## src/rtl/axi_rd_arb2.sv

```systemverilog
// Two-requester AXI read arbiter: round-robin on AR, one outstanding burst,
// R beats routed back to the owning requester with an rlast/beat-count check.
module axi_rd_arb2 #(
    parameter int PARAMETER_ADDRESS_SIZE = 32,
    parameter int PARAMETER_WORD_SIZE    = 64,
    parameter int PARAMETER_ID_SIZE      = 4
) (
    input  logic                              clk,
    input  logic                              rst_n,
    input  logic                              s0_axi_arvalid,
    output logic                              s0_axi_arready,
    input  logic [PARAMETER_ADDRESS_SIZE-1:0] s0_axi_araddr,
    input  logic [PARAMETER_ID_SIZE-1:0]      s0_axi_arid,
    input  logic [7:0]                        s0_axi_arlen,
    input  logic [2:0]                        s0_axi_arsize,
    input  logic [1:0]                        s0_axi_arburst,
    output logic                              s0_axi_rvalid,
    output logic                              s0_axi_rlast,
    output logic [PARAMETER_WORD_SIZE-1:0]    s0_axi_rdata,
    output logic [1:0]                        s0_axi_rresp,
    output logic [PARAMETER_ID_SIZE-1:0]      s0_axi_rid,
    input  logic                              s0_axi_rready,
    input  logic                              s1_axi_arvalid,
    output logic                              s1_axi_arready,
    input  logic [PARAMETER_ADDRESS_SIZE-1:0] s1_axi_araddr,
    input  logic [PARAMETER_ID_SIZE-1:0]      s1_axi_arid,
    input  logic [7:0]                        s1_axi_arlen,
    input  logic [2:0]                        s1_axi_arsize,
    input  logic [1:0]                        s1_axi_arburst,
    output logic                              s1_axi_rvalid,
    output logic                              s1_axi_rlast,
    output logic [PARAMETER_WORD_SIZE-1:0]    s1_axi_rdata,
    output logic [1:0]                        s1_axi_rresp,
    output logic [PARAMETER_ID_SIZE-1:0]      s1_axi_rid,
    input  logic                              s1_axi_rready,
    output logic                              m_axi_arvalid,
    input  logic                              m_axi_arready,
    output logic [PARAMETER_ADDRESS_SIZE-1:0] m_axi_araddr,
    output logic [PARAMETER_ID_SIZE-1:0]      m_axi_arid,
    output logic [7:0]                        m_axi_arlen,
    output logic [2:0]                        m_axi_arsize,
    output logic [1:0]                        m_axi_arburst,
    input  logic                              m_axi_rvalid,
    input  logic                              m_axi_rlast,
    input  logic [PARAMETER_WORD_SIZE-1:0]    m_axi_rdata,
    input  logic [1:0]                        m_axi_rresp,
    input  logic [PARAMETER_ID_SIZE-1:0]      m_axi_rid,
    output logic                              m_axi_rready,
    output logic                              grant,
    output logic                              busy,
    output logic                              rlast_err
);

    typedef enum logic [1:0] {IDLE, ADDR, DATA} state_t;

    state_t                            state;
    state_t                            state_nxt;
    logic                              last_grant;
    logic                              winner;
    logic                              accept;
    logic                              r_hs;
    logic                              last_beat;
    logic [7:0]                        beat_cnt;
    logic [PARAMETER_ADDRESS_SIZE-1:0] ar_addr_q;
    logic [PARAMETER_ID_SIZE-1:0]      ar_id_q;
    logic [7:0]                        ar_len_q;
    logic [2:0]                        ar_size_q;
    logic [1:0]                        ar_burst_q;

    assign m_axi_arvalid = (state == ADDR);
    assign m_axi_araddr  = ar_addr_q;
    assign m_axi_arid    = ar_id_q;
    assign m_axi_arlen   = ar_len_q;
    assign m_axi_arsize  = ar_size_q;
    assign m_axi_arburst = ar_burst_q;
    assign busy          = (state != IDLE);

    assign s0_axi_rdata  = m_axi_rdata;
    assign s0_axi_rresp  = m_axi_rresp;
    assign s0_axi_rid    = m_axi_rid;
    assign s0_axi_rlast  = m_axi_rlast & s0_axi_rvalid;
    assign s1_axi_rdata  = m_axi_rdata;
    assign s1_axi_rresp  = m_axi_rresp;
    assign s1_axi_rid    = m_axi_rid;
    assign s1_axi_rlast  = m_axi_rlast & s1_axi_rvalid;

    // On a tie the requester that did not own the previous burst wins.
    always_comb begin
        state_nxt      = state;
        accept         = 1'b0;
        s0_axi_arready = 1'b0;
        s1_axi_arready = 1'b0;
        m_axi_rready   = 1'b0;
        s0_axi_rvalid  = 1'b0;
        s1_axi_rvalid  = 1'b0;
        r_hs           = 1'b0;
        last_beat      = 1'b0;
        winner         = (s0_axi_arvalid && s1_axi_arvalid) ? ~last_grant : s1_axi_arvalid;
        case (state)
            IDLE: begin
                if (s0_axi_arvalid || s1_axi_arvalid) begin
                    accept         = 1'b1;
                    s0_axi_arready = ~winner;
                    s1_axi_arready = winner;
                    state_nxt      = ADDR;
                end
            end
            ADDR: begin
                if (m_axi_arready) state_nxt = DATA;
            end
            DATA: begin
                m_axi_rready  = grant ? s1_axi_rready : s0_axi_rready;
                s0_axi_rvalid = m_axi_rvalid & ~grant;
                s1_axi_rvalid = m_axi_rvalid & grant;
                r_hs          = m_axi_rvalid & m_axi_rready;
                last_beat     = m_axi_rlast || (beat_cnt == 8'd0);
                if (r_hs && last_beat) state_nxt = IDLE;
            end
            default: state_nxt = IDLE;
        endcase
    end

    // beat_cnt holds at zero so a late rlast cannot wrap it.
    always_ff @(posedge clk or negedge rst_n) begin
        if (!rst_n) begin
            state      <= IDLE;
            last_grant <= 1'b1;
            grant      <= 1'b0;
            beat_cnt   <= 8'd0;
            rlast_err  <= 1'b0;
            ar_addr_q  <= '0;
            ar_id_q    <= '0;
            ar_len_q   <= 8'd0;
            ar_size_q  <= 3'd0;
            ar_burst_q <= 2'd0;
        end else begin
            state <= state_nxt;
            if (accept) begin
                grant      <= winner;
                ar_addr_q  <= winner ? s1_axi_araddr  : s0_axi_araddr;
                ar_id_q    <= winner ? s1_axi_arid    : s0_axi_arid;
                ar_len_q   <= winner ? s1_axi_arlen   : s0_axi_arlen;
                ar_size_q  <= winner ? s1_axi_arsize  : s0_axi_arsize;
                ar_burst_q <= winner ? s1_axi_arburst : s0_axi_arburst;
            end
            if (state == ADDR && m_axi_arready) beat_cnt <= ar_len_q;
            if (r_hs) begin
                if (beat_cnt != 8'd0) beat_cnt <= beat_cnt - 8'd1;
                if (m_axi_rlast != (beat_cnt == 8'd0)) rlast_err <= 1'b1;
                if (last_beat) last_grant <= grant;
            end
        end
    end

endmodule

```

## config.mk

```make
export PLATFORM = sky130hd
export DESIGN_NAME = axi_rd_arb2
export DESIGN_NICKNAME = d
export VERILOG_FILES = /design/src/rtl/axi_rd_arb2.sv
export SDC_FILE = /design/constraint.sdc
export NUM_CORES = 1
export LEC_CHECK = 0
export BUFFER_PORTS_ARGS = -buffer_cell sky130_fd_sc_hd__buf_4
export CAP_MARGIN = 10
export CELL_PAD_IN_SITES_DETAIL_PLACEMENT = 1
export CELL_PAD_IN_SITES_GLOBAL_PLACEMENT = 1
export CORE_AREA = 3 3 176 109
export CTS_BUF_LIST = sky130_fd_sc_hd__clkbuf_8
export DETAILED_ROUTE_END_ITERATION = 8
export DIE_AREA = 0 0 179 112
export PLACE_DENSITY = 0.8
export SLEW_MARGIN = 20
export SYNTH_ARGS = -nofsm -noshare
export SYNTH_HDL_FRONTEND = slang
export SYNTH_SLANG_ARGS = --single-unit
export TNS_END_PERCENT = 50
```

## constraint.sdc

```tcl
create_clock -name clk -period 1.8 [get_ports clk]
set_input_delay 0.36 -clock clk [delete_from_list [all_inputs] [get_ports clk]]
set_output_delay 0.36 -clock clk [all_outputs]
set_load 0.02 [all_outputs]
```

**After elaboration in Yosys (flattened, before gate mapping)**

Index checks and enable logic that the tools add are counted.

- Flip-flop bits (word level): 62
- Bits of input ports: 177
- Output and inout port bits: 200

- Add/subtract/negate cells: 1
- Reductions and logical operators: 12
- Eq/ne operators: 6
- Mux-type cells: 25
- Bitwise logic cells: 8

Operators with widths:

| cell | number |
|---|---|
| 32-bit 2-to-1 mux | 1 |
| 8-bit 2-to-1 mux | 4 |
| 1-bit 2-to-1 mux | 13 |
| 8-bit zero test | 1 |
| 2-bit 2-to-1 mux | 4 |
| 8-bit nonzero test | 1 |
| 8-bit by 1-bit subtractor with 8-bit output, second input constant | 1 |
| 2-bit one-hot mux with 3 select lines | 1 |
| 1-bit bitwise AND | 5 |
| 4-bit 2-to-1 mux | 1 |
| 2-bit inequality test, second input constant | 2 |
| 2-bit AND reduction | 2 |
| 1-bit logical AND | 3 |
| 3-bit 2-to-1 mux | 1 |
| 1-bit NOT | 3 |
| 3-bit AND reduction | 1 |
| 2-bit by 1-bit == test with 1-bit output, second input constant | 1 |
| 2-bit == test, second input constant | 1 |
| 2-bit zero test | 1 |
| 1-bit logical OR | 2 |
| 2-bit by 1-bit inequality test with 1-bit output, second input constant | 1 |
| 2-bit nonzero test | 1 |
| 1-bit inequality test | 1 |

**Logic depth before layout (Yosys ltp)**

Gate-level depths: netlist of the first run.

- Depth after elaboration: 5
- Depth in mapped cells: 8

**Worst setup path after synthesis of the first run**

OpenSTA, ideal clock, no wires.

- Path type: register to register
- Start: register beat_cnt[0]
- End: register last_grant
- Path slack: -15 ps
- Path buffers: 0
- Data required time: 1715 ps
- Period minus slack after synthesis: 1815 ps
- Library setup time: 85 ps
- Arrival: 1731 ps
- Stages on the path, launching flop included: 9
- Path through: dfrtp_1 -> inv_1 -> ha_1 -> nor3b_1 -> nand2_1 -> ha_1 -> nor3_1 -> nand2b_1 -> mux2_1

- Cells in the longest elaborated chain, start to end: 4

Ends and longest elaborated chain:

| element | line | text |
|---|---|---|
| start: declaration | 63 | `logic [7:0] beat_cnt;` |
| start signal: assignment | 146 | `if (state == ADDR && m_axi_arready) beat_cnt <= ar_len_q;` |
| start signal: assignment | 148 | `if (beat_cnt != 8'd0) beat_cnt <= beat_cnt - 8'd1;` |
| 8-bit zero test | 116 | `last_beat = m_axi_rlast \|\| (beat_cnt == 8'd0);` |
| 1-bit logical OR | 116 |  |
| 1-bit 2-to-1 mux | 99 | `case (state)` |
| 2-bit AND reduction (no source line) | - |  |
| end signal: assignment | 150 | `if (last_beat) last_grant <= grant;` |
| end: declaration | 58 | `logic last_grant;` |

Every way passes these cells.
A chain may end at the register's enable or synchronous reset.

**Final worst setup path of the first run**

- Start: register beat_cnt[6]
- End: register last_grant

The elaborated chain is that of the path after synthesis.

==> results of run 1 <==
state kept, by name (all words and copies together) (netlist names):
signal / count
state: 2
m_axi_araddr: 32
m_axi_arid: 4
beat_cnt: 8
grant: 1
rlast_err: 1
m_axi_arlen: 8
last_grant: 1
m_axi_arsize: 3
m_axi_arburst: 2
stage by stage:
step | util | total power (W)
6_report | 0.2841 | 0.008502
5_1_grt | 0.2841 | 0.009162
4_1_cts | 0.2793 | 0.008522
3_5_place_dp | 0.2633 | 0.006983
3_3_place_gp | 0.2633 | 0.006850
2_1_floorplan | - | 0.005281
placed cells by master (no fill, tap or decap), types with 2 or more instances in the layout:
| cell type | synthesis | layout |
|---|---|---|
| sky130_fd_sc_hd__nand2b_1 | 4 | 2 |
| sky130_fd_sc_hd__a21o_1 | 3 | 3 |
| sky130_fd_sc_hd__buf_12 | 0 | 3 |
| sky130_fd_sc_hd__a221o_1 | 20 | 20 |
| sky130_fd_sc_hd__buf_4 | 140 | 188 |
| sky130_fd_sc_hd__nand3_1 | 10 | 10 |
| sky130_fd_sc_hd__o211ai_1 | 2 | 2 |
| sky130_fd_sc_hd__nor2_1 | 8 | 6 |
| sky130_fd_sc_hd__dfrtp_1 | 61 | 61 |
| sky130_fd_sc_hd__ha_2 | 0 | 2 |
| sky130_fd_sc_hd__nor3_1 | 4 | 2 |
| sky130_fd_sc_hd__inv_1 | 7 | 5 |
| sky130_fd_sc_hd__clkinvlp_4 | 0 | 3 |
| sky130_fd_sc_hd__mux2i_1 | 33 | 33 |
| sky130_fd_sc_hd__inv_2 | 0 | 2 |
| sky130_fd_sc_hd__a32oi_1 | 4 | 4 |
| sky130_fd_sc_hd__and3_1 | 20 | 20 |
| sky130_fd_sc_hd__o21ai_1 | 31 | 30 |
| sky130_fd_sc_hd__or3_1 | 5 | 5 |
| sky130_fd_sc_hd__nand2_1 | 35 | 35 |
| sky130_fd_sc_hd__clkbuf_8 | 0 | 11 |
| sky130_fd_sc_hd__and2_1 | 2 | 2 |
| sky130_fd_sc_hd__o21ai_0 | 2 | 2 |
| sky130_fd_sc_hd__buf_6 | 1 | 4 |
worst max-delay path by stage:
stage | startpoint | endpoint | cells past startpoint
after floorplan | beat_cnt[3]$_DFF_PN0_ | last_grant$_DFFE_PN1P_ | 6
after global placement | beat_cnt[0]$_DFF_PN0_ | last_grant$_DFFE_PN1P_ | 8
after detailed placement | beat_cnt[0]$_DFF_PN0_ | last_grant$_DFFE_PN1P_ | 8
after CTS | beat_cnt[0]$_DFF_PN0_ | beat_cnt[2]$_DFF_PN0_ | 6
after global routing | beat_cnt[0]$_DFF_PN0_ | last_grant$_DFFE_PN1P_ | 8
final | beat_cnt[6]$_DFF_PN0_ | last_grant$_DFFE_PN1P_ | 6
power groups by stage:
stage	sequential (W)	clock, W	combinational (W)
finish	0.00266	0.00134	0.00450
global route	0.00275	0.00147	0.00494
CTS	0.00267	0.00143	0.00443
detailed placement	0.00267	0	0.00431
global placement	0.00264	0	0.00421
floorplan	0.00321	0	0.00207
final cells by class:
class	instances	area, µm²
fillers	2100	12760
well taps	240	300.3
flip-flops and latches	62	1553
clock buffers	11	151.4
repair buffers	197	1541
inverters	7	26.28
clock inverters	5	57.56
multi-input cells	198	1436
cell usage after synthesis (2+ instances only):
master                       n  share of area
sky130_fd_sc_hd__and3_1     20          0.031
sky130_fd_sc_hd__nand2b_1    4         0.0062
sky130_fd_sc_hd__o21ai_1    31          0.038
sky130_fd_sc_hd__inv_1       7         0.0065
sky130_fd_sc_hd__o21ai_0     2         0.0025
sky130_fd_sc_hd__a21o_1      3         0.0056
sky130_fd_sc_hd__mux2i_1    33          0.082
sky130_fd_sc_hd__nor2_1      8         0.0074
sky130_fd_sc_hd__nand2_1    35          0.032
sky130_fd_sc_hd__buf_2       3         0.0037
sky130_fd_sc_hd__a221o_1    20          0.050
sky130_fd_sc_hd__o211ai_1    2         0.0037
sky130_fd_sc_hd__clkbuf_1   15          0.014
sky130_fd_sc_hd__dfrtp_1    61           0.38
sky130_fd_sc_hd__and2_1      2         0.0031
sky130_fd_sc_hd__ha_1        3         0.0093
sky130_fd_sc_hd__or3_1       5         0.0077
sky130_fd_sc_hd__buf_4     140           0.26
sky130_fd_sc_hd__a32oi_1     4         0.0087
sky130_fd_sc_hd__nor3_1      4         0.0050
sky130_fd_sc_hd__nand3_1    10          0.012
logic make-up after synthesis:
group | Yosys count
buffers and inverters | 166
adders and majority gates | 3
muxes | 34
and+or+nand+nor | 93
DFF | 62
AOI/OAI and AO/OA | 68
per-layer routing:
layer	vias up	global-route usage	wire length, µm
li1	1427	-	-
met1	1429	0.1585	5415
met2	241	0.1674	5283
met3	19	0.09952	2008
met4	10	0.02645	99
met5	-	0.08824	221
repair_timing:
action                     in CTS  in global routing
gates resized for setup        10                 15
buffers inserted                3                  4
setup endpoints to repair       7                 11
hold endpoints to repair       29                  0
hold buffers                    1                  0
pin swaps                       2                  2
worst max-delay path: cells and delay by family, from the launching register on:
family                   cells  cell delay [ns]
flip-flops                   1             0.44
multiplexers                 1             0.30
AND/OR/NAND/NOR              4             0.75
adder cells (fa/ha/maj)      1             0.19
==> run_summary.xml, run 1 <==
<?xml version="1.0" encoding="UTF-8"?>
<metrics>
  <group name="grt">
    <metric name="grt_first_pass_wirelength" unit="mm">19.61</metric>
    <metric name="grt_pass1_vias" unit="">3426</metric>
    <metric name="grt_overflow" unit="">0</metric>
    <metric name="grt_antenna_before_repair" unit="">0</metric>
    <metric name="grt_use_total" unit="">0.1284</metric>
    <metric name="grt_max_degree" unit="">37</metric>
  </group>
  <group name="logic_synthesis">
    <metric name="synth_edf_count" unit="">0</metric>
    <metric name="yosys.area_share.xor_xnor" unit="">0</metric>
    <metric name="synthesized_area_divided_by_synthesized_cell_count" unit="µm²">9.493</metric>
    <metric name="post_synth_instance_area" unit="µm²">4044</metric>
    <metric name="synth_mux_area_frac" unit="">0.08447</metric>
    <metric name="post_synthesis_compound_gate_area_fraction" unit="">0.1194</metric>
    <metric name="sequential_to_total_area_share_from_yosys_stat" unit="">0.3840</metric>
    <metric name="postSynthNetCount" unit="">606</metric>
    <metric name="post_synth_num_cell_types" unit="">35</metric>
    <metric name="async_flop_share" unit="">1.000</metric>
    <metric name="synth-seq-cells" unit="">62</metric>
    <metric name="largest_family_of_logic_cells_by_synthesized_area" unit="">buffers and inverters</metric>
    <metric name="synth_top_flop_cell" unit="">sky130_fd_sc_hd__dfrtp_1</metric>
    <metric name="syn_inst" unit="">426</metric>
    <metric name="synthAdderAreaFrac" unit="">0.009282</metric>
    <metric name="synth-simple-area-share" unit="">0.1160</metric>
    <metric name="yosys_warnings" unit="">0</metric>
  </group>
  <group name="timing">
    <metric name="post-route-worst-setup-slack" unit="ns">0.04403</metric>
    <metric name="timing_max_transition_violations_final" unit="">0</metric>
    <metric name="finalHoldViolations" unit="">0</metric>
    <metric name="final.setup_skew" unit="ns">0.01330</metric>
    <metric name="final.setup.tns" unit="ns">0</metric>
    <metric name="unrepaired_setup_endpoints_after_global_routing" unit="">true</metric>
    <metric name="hold_ws" unit="ns">0.2423</metric>
    <metric name="timing_worst_slew_pin_value" unit="ns">0.4739</metric>
    <metric name="max_slew_margin" unit="">0.6841</metric>
    <metric name="finalSetupViolCount" unit="">0</metric>
    <metric name="post-route-period-util" unit="">0.9755</metric>
    <metric name="fmaxAchievable" unit="MHz">569.5</metric>
    <metric name="final.min_clock_period" unit="ns">1.756</metric>
  </group>
  <group name="finish">
    <metric name="diodes" unit="">0</metric>
    <metric name="non_filler_instances" unit="">720</metric>
    <metric name="final_nets" unit="">655</metric>
    <metric name="syn2layout_area_growth" unit="%">25.28</metric>
    <metric name="drive_above_1_share" unit="">0.4813</metric>
    <metric name="layout.cell_area.non_filler" unit="µm²">5066</metric>
  </group>
  <group name="status">
    <metric name="outcome" unit="">finished clean</metric>
  </group>
  <group name="clock_tree">
    <metric name="cts.sinks" unit="">62</metric>
    <metric name="worstSkewPairLatency" unit="ns">0.34</metric>
    <metric name="cts_inserted_buffers" unit="">9</metric>
    <metric name="htree_num_levels" unit="">3</metric>
    <metric name="clock_tree.root_cell" unit="">sky130_fd_sc_hd__clkbuf_8</metric>
    <metric name="clkTransAtPathRegs" unit="ns">0.08</metric>
    <metric name="max-clock-path-buffers" unit="">2</metric>
    <metric name="tritoncts" unit="">done</metric>
  </group>
  <group name="min_path">
    <metric name="worst_hold_startpoint" unit="">s0_axi_araddr[22]</metric>
    <metric name="min_path_cells" unit="">2</metric>
    <metric name="min_path_type" unit="">in2reg</metric>
    <metric name="timing.hold.worst_endpoint" unit="">m_axi_araddr[22]$_DFFE_PN0P_</metric>
  </group>
  <group name="place">
    <metric name="gp_congestion" unit="">0.7391</metric>
    <metric name="port_buffers" unit="">166</metric>
    <metric name="numPlacedInstances" unit="">696</metric>
    <metric name="hpwl_reported_at_the_end_of_detailed_placement" unit="mm">10.18</metric>
    <metric name="placement.cell_area" unit="µm²">4695</metric>
    <metric name="place_worst_setup_slack" unit="ns">-0.1056</metric>
  </group>
  <group name="power_and_ir_drop">
    <metric name="sequential_fraction_of_design_power" unit="">0.313</metric>
    <metric name="logic_gate_share_of_total_power" unit="">0.530</metric>
    <metric name="swShare" unit="">0.4209</metric>
    <metric name="switching_power" unit="W">0.003579</metric>
    <metric name="vdd_ir_drop_max" unit="V">0.0004260</metric>
    <metric name="powerDensity" unit="nW/µm²">1678</metric>
    <metric name="clock_power_share" unit="">0.157</metric>
    <metric name="power.static_leakage" unit="nW">2.523</metric>
    <metric name="internal_pwr_total" unit="W">0.004923</metric>
  </group>
  <group name="drt">
    <metric name="drt-total-wl" unit="mm">13.03</metric>
    <metric name="routed_via_density" unit="">4.342</metric>
    <metric name="vias" unit="">3126</metric>
    <metric name="drt-pass1-iter-count" unit="">4</metric>
    <metric name="detail_route.wl_per_cell" unit="µm">18.10</metric>
    <metric name="postRouteAntennaNets" unit="">0</metric>
    <metric name="drt_iter0_drc" unit="">98</metric>
    <metric name="drc_violation_count_after_routing" unit="">0</metric>
  </group>
  <group name="setup_path">
    <metric name="worstSetupEndpointType" unit="">flop</metric>
    <metric name="worst-path-max-fanout" unit="">4</metric>
    <metric name="cp_slowest_cell" unit="">sky130_fd_sc_hd__dfrtp_1</metric>
    <metric name="cp_data_required_time" unit="ns">2.07</metric>
    <metric name="ff2ff_path_depth" unit="">6</metric>
    <metric name="setup.worst_path.class" unit="">reg2reg</metric>
    <metric name="timing.rr.end" unit="">last_grant$_DFFE_PN1P_</metric>
    <metric name="rr_startpoint" unit="">beat_cnt[6]$_DFF_PN0_</metric>
    <metric name="critical_path_arrival" unit="ns">2.03</metric>
    <metric name="reg2reg_slack" unit="ns">0.04</metric>
    <metric name="max_stage_delay" unit="ns">0.44</metric>
    <metric name="crit_path_start_kind" unit="">flop</metric>
    <metric name="crit_chain" unit="">nor4_4 &gt; nand2_1 &gt; ha_2 &gt; nor3_2 &gt; nand2b_1 &gt; mux2_4</metric>
  </group>
  <group name="floorplanning">
    <metric name="initial_utilization" unit="">0.2268</metric>
    <metric name="die_h" unit="µm">112</metric>
    <metric name="io-pin-count" unit="">377</metric>
    <metric name="dieArea" unit="µm²">20050</metric>
    <metric name="rows" unit="">38</metric>
    <metric name="core_region_area" unit="µm²">17830</metric>
    <metric name="die_w" unit="µm">179</metric>
  </group>
  <group name="flow_run">
    <metric name="cap_viol_max_count" unit="">0</metric>
  </group>
</metrics>
(Power assumes the default switching activity.)
==> run 2: changes to the inputs <==
Settings changed: BUFFER_PORTS_ARGS -buffer_cell sky130_fd_sc_hd__buf_4 to not set, CORE_AREA 3 3 176 109 to 3 3 144 146, DIE_AREA 0 0 179 112 to 0 0 147 149, DONT_BUFFER_PORTS set to 1, PLACE_DENSITY 0.8 to 0.48.
==> run_summary.xml, run 2 (synthesized netlist as in run 1, its figures left out) <==
<?xml version="1.0" encoding="UTF-8"?>
<metrics>
  <group name="setup_path">
    <metric name="crit_path_start_kind" unit="">flop</metric>
    <metric name="crit_start" unit="">state[0]$_DFFE_PN0P_</metric>
    <metric name="cp_slowest_cell" unit="">sky130_fd_sc_hd__dfrtp_2</metric>
    <metric name="rr_startpoint" unit="">beat_cnt[0]$_DFF_PN0_</metric>
    <metric name="worst_setup_endpoint" unit="">s0_axi_rlast</metric>
    <metric name="worstSetupEndpointType" unit="">primary output</metric>
    <metric name="timing.rr.end" unit="">beat_cnt[2]$_DFF_PN0_</metric>
    <metric name="crit_chain" unit="">nand3b_1 &gt; buf_6 &gt; nor3_4 &gt; buf_6</metric>
    <metric name="worst-path-max-fanout" unit="">5</metric>
    <metric name="cpMostUsedCell" unit="">sky130_fd_sc_hd__buf_6</metric>
    <metric name="ff2ff_path_depth" unit="">6</metric>
    <metric name="critical_path_arrival" unit="ns">1.40</metric>
    <metric name="cp_data_required_time" unit="ns">1.44</metric>
    <metric name="reg2reg_slack" unit="ns">0.07</metric>
    <metric name="setup.worst_path.class" unit="">reg2out</metric>
    <metric name="max_stage_delay" unit="ns">0.45</metric>
  </group>
  <group name="drt">
    <metric name="vias" unit="">2440</metric>
    <metric name="drt-total-wl" unit="mm">10.49</metric>
    <metric name="drt-pass1-iter-count" unit="">4</metric>
    <metric name="detail_route.wl_per_cell" unit="µm">18.33</metric>
    <metric name="m1WireLength" unit="mm">3.915</metric>
    <metric name="met3_wirelength" unit="µm">967</metric>
    <metric name="drc_violation_count_after_routing" unit="">0</metric>
    <metric name="dr_wl_met2" unit="mm">5.215</metric>
    <metric name="routed_via_density" unit="">4.266</metric>
    <metric name="postRouteAntennaNets" unit="">0</metric>
    <metric name="highest-signal-layer" unit="">met5</metric>
    <metric name="drt_iter0_drc" unit="">80</metric>
  </group>
  <group name="clock_tree">
    <metric name="max-clock-path-buffers" unit="">2</metric>
    <metric name="clock_tree.root_cell" unit="">sky130_fd_sc_hd__clkbuf_8</metric>
    <metric name="cts.sinks" unit="">62</metric>
    <metric name="cts_inserted_buffers" unit="">9</metric>
    <metric name="clkTransAtPathRegs" unit="ns">0.07</metric>
    <metric name="tritoncts" unit="">done</metric>
    <metric name="htree_num_levels" unit="">3</metric>
    <metric name="worstSkewPairLatency" unit="ns">0.35</metric>
  </group>
  <group name="finish">
    <metric name="layout_common_cells" unit="">59 x sky130_fd_sc_hd__dfrtp_1, 35 x sky130_fd_sc_hd__nand2_1, 33 x sky130_fd_sc_hd__mux2i_1</metric>
    <metric name="non_filler_instances" unit="">572</metric>
    <metric name="drive_above_1_share" unit="">0.1824</metric>
    <metric name="leading_cell_type_in_the_layout_fill_and_taps_excluded" unit="">sky130_fd_sc_hd__dfrtp_1</metric>
    <metric name="number_of_fill_cells_in_the_layout" unit="">2262</metric>
    <metric name="final_nets" unit="">482</metric>
    <metric name="diodes" unit="">0</metric>
    <metric name="layout.cell_area.non_filler" unit="µm²">3794</metric>
    <metric name="syn2layout_area_growth" unit="%">-6.188</metric>
    <metric name="max_reg_flops" unit="">32</metric>
  </group>
  <group name="timing">
    <metric name="max_slew_margin" unit="">0.6527</metric>
    <metric name="fmaxAchievable" unit="MHz">566.8</metric>
    <metric name="finalSetupViolCount" unit="">0</metric>
    <metric name="timing_worst_slew_pin_value" unit="ns">0.5210</metric>
    <metric name="unrepaired_setup_endpoints_after_global_routing" unit="">true</metric>
    <metric name="finalHoldViolations" unit="">0</metric>
    <metric name="final.setup_skew" unit="ns">0.009051</metric>
    <metric name="final.min_clock_period" unit="ns">1.764</metric>
    <metric name="post-route-period-util" unit="">0.9802</metric>
    <metric name="timing_max_transition_violations_final" unit="">0</metric>
  </group>
  <group name="grt">
    <metric name="grt_first_pass_wirelength" unit="mm">15.76</metric>
    <metric name="grt_use_total" unit="">0.09414</metric>
    <metric name="grt_pass1_vias" unit="">2653</metric>
    <metric name="grt_overflow" unit="">0</metric>
    <metric name="grt_max_degree" unit="">63</metric>
    <metric name="grt_antenna_before_repair" unit="">1</metric>
  </group>
  <group name="floorplanning">
    <metric name="dieArea" unit="µm²">21900</metric>
    <metric name="die_h" unit="µm">149</metric>
    <metric name="die_w" unit="µm">147</metric>
    <metric name="core_region_area" unit="µm²">19530</metric>
    <metric name="rows" unit="">51</metric>
    <metric name="io-pin-count" unit="">377</metric>
    <metric name="initial_utilization" unit="">0.2071</metric>
  </group>
  <group name="place">
    <metric name="placement.cell_area" unit="µm²">3460</metric>
    <metric name="hpwl_reported_at_the_end_of_detailed_placement" unit="mm">7.906</metric>
    <metric name="gp_congestion" unit="">0.7645</metric>
    <metric name="port_buffers" unit="">0</metric>
    <metric name="numPlacedInstances" unit="">554</metric>
  </group>
  <group name="power_and_ir_drop">
    <metric name="powerDensity" unit="nW/µm²">1926</metric>
    <metric name="power.static_leakage" unit="nW">1.692</metric>
    <metric name="vdd_ir_drop_max" unit="V">0.0004698</metric>
  </group>
  <group name="min_path">
    <metric name="min_path_type" unit="">in2reg</metric>
    <metric name="min_path_cells" unit="">1</metric>
  </group>
  <group name="status">
    <metric name="outcome" unit="">finished clean</metric>
  </group>
  <group name="flow_run">
    <metric name="cap_viol_max_count" unit="">0</metric>
  </group>
</metrics>
-- run 2: how the worst min path moves through the flow --
stage                                   end          start
6_report               state[0]$_DFFE_PN0P_  m_axi_arready
5_1_grt                state[0]$_DFFE_PN0P_  m_axi_arready
4_1_cts                state[0]$_DFFE_PN0P_  m_axi_arready
3_5_place_dp   m_axi_araddr[13]$_DFFE_PN0P_          rst_n
3_3_place_gp   m_axi_araddr[13]$_DFFE_PN0P_          rst_n
2_1_floorplan         beat_cnt[0]$_DFF_PN0_          rst_n
-- run 2: power breakdown --
part / switching, W / internal [W]
registers: 0.00134 / 0.00208
logic: 0.00132 / 0.00110
clock network: 0.000586 / 0.000887
-- run 2: stage by stage --
step | hold WS [ns] | TNS (ns) | util | setup WS [ns] | power, W
floorplan | 0.06441 | 0 | - | 0.05667 | 0.005281
global placement | 0.06597 | 0 | 0.1772 | 0.03205 | 0.005705
detailed placement | 0.06665 | -0.04445 | 0.1772 | -0.04445 | 0.005806
CTS | 0.07424 | -0.02806 | 0.1930 | -0.01566 | 0.007454
global route | 0.07431 | -0.1938 | 0.1943 | -0.05898 | 0.007839
finish | 0.1142 | 0 | 0.1943 | 0.03557 | 0.007306
-- run 2: final cells by class --
cell class | count | area [µm²] | share of cell area
well taps | 265 | 331.6 | 0.08740
clock buffers | 12 | 165.2 | 0.04354
multi-input cells | 198 | 1408 | 0.3710
inverters | 7 | 26.28 | 0.006926
flip-flops and latches | 62 | 1555 | 0.4100
clock inverters | 4 | 68.82 | 0.01814
repair buffers | 24 | 239.0 | 0.06299
-- run 2: layer usage --
| layer | GRT usage | vias up |
|---|---|---|
| met2 | 0.1530 | 134 |
| met4 | 0.05452 | 2 |
| met3 | 0.04132 | 41 |
| li1 | - | 1083 |
| met5 | 0 | - |
| met1 | 0.1026 | 1180 |
-- run 2: critical path, delay by kind of cell, from the launching register on --
kind / cells / cell delay [ns]
AND/OR/NAND/NOR: 2 / 0.31
flip-flops: 1 / 0.45
buffers and inverters: 2 / 0.29
-- run 2: what timing repair did --
action	4_1_cts	5_1_grt
endpoints found under the setup margin	8	15
buffers inserted	0	0
cloned	0	0
endpoints found under the hold margin	62	0
resized for setup	10	10
pin swaps	0	2
hold buffers	2	0
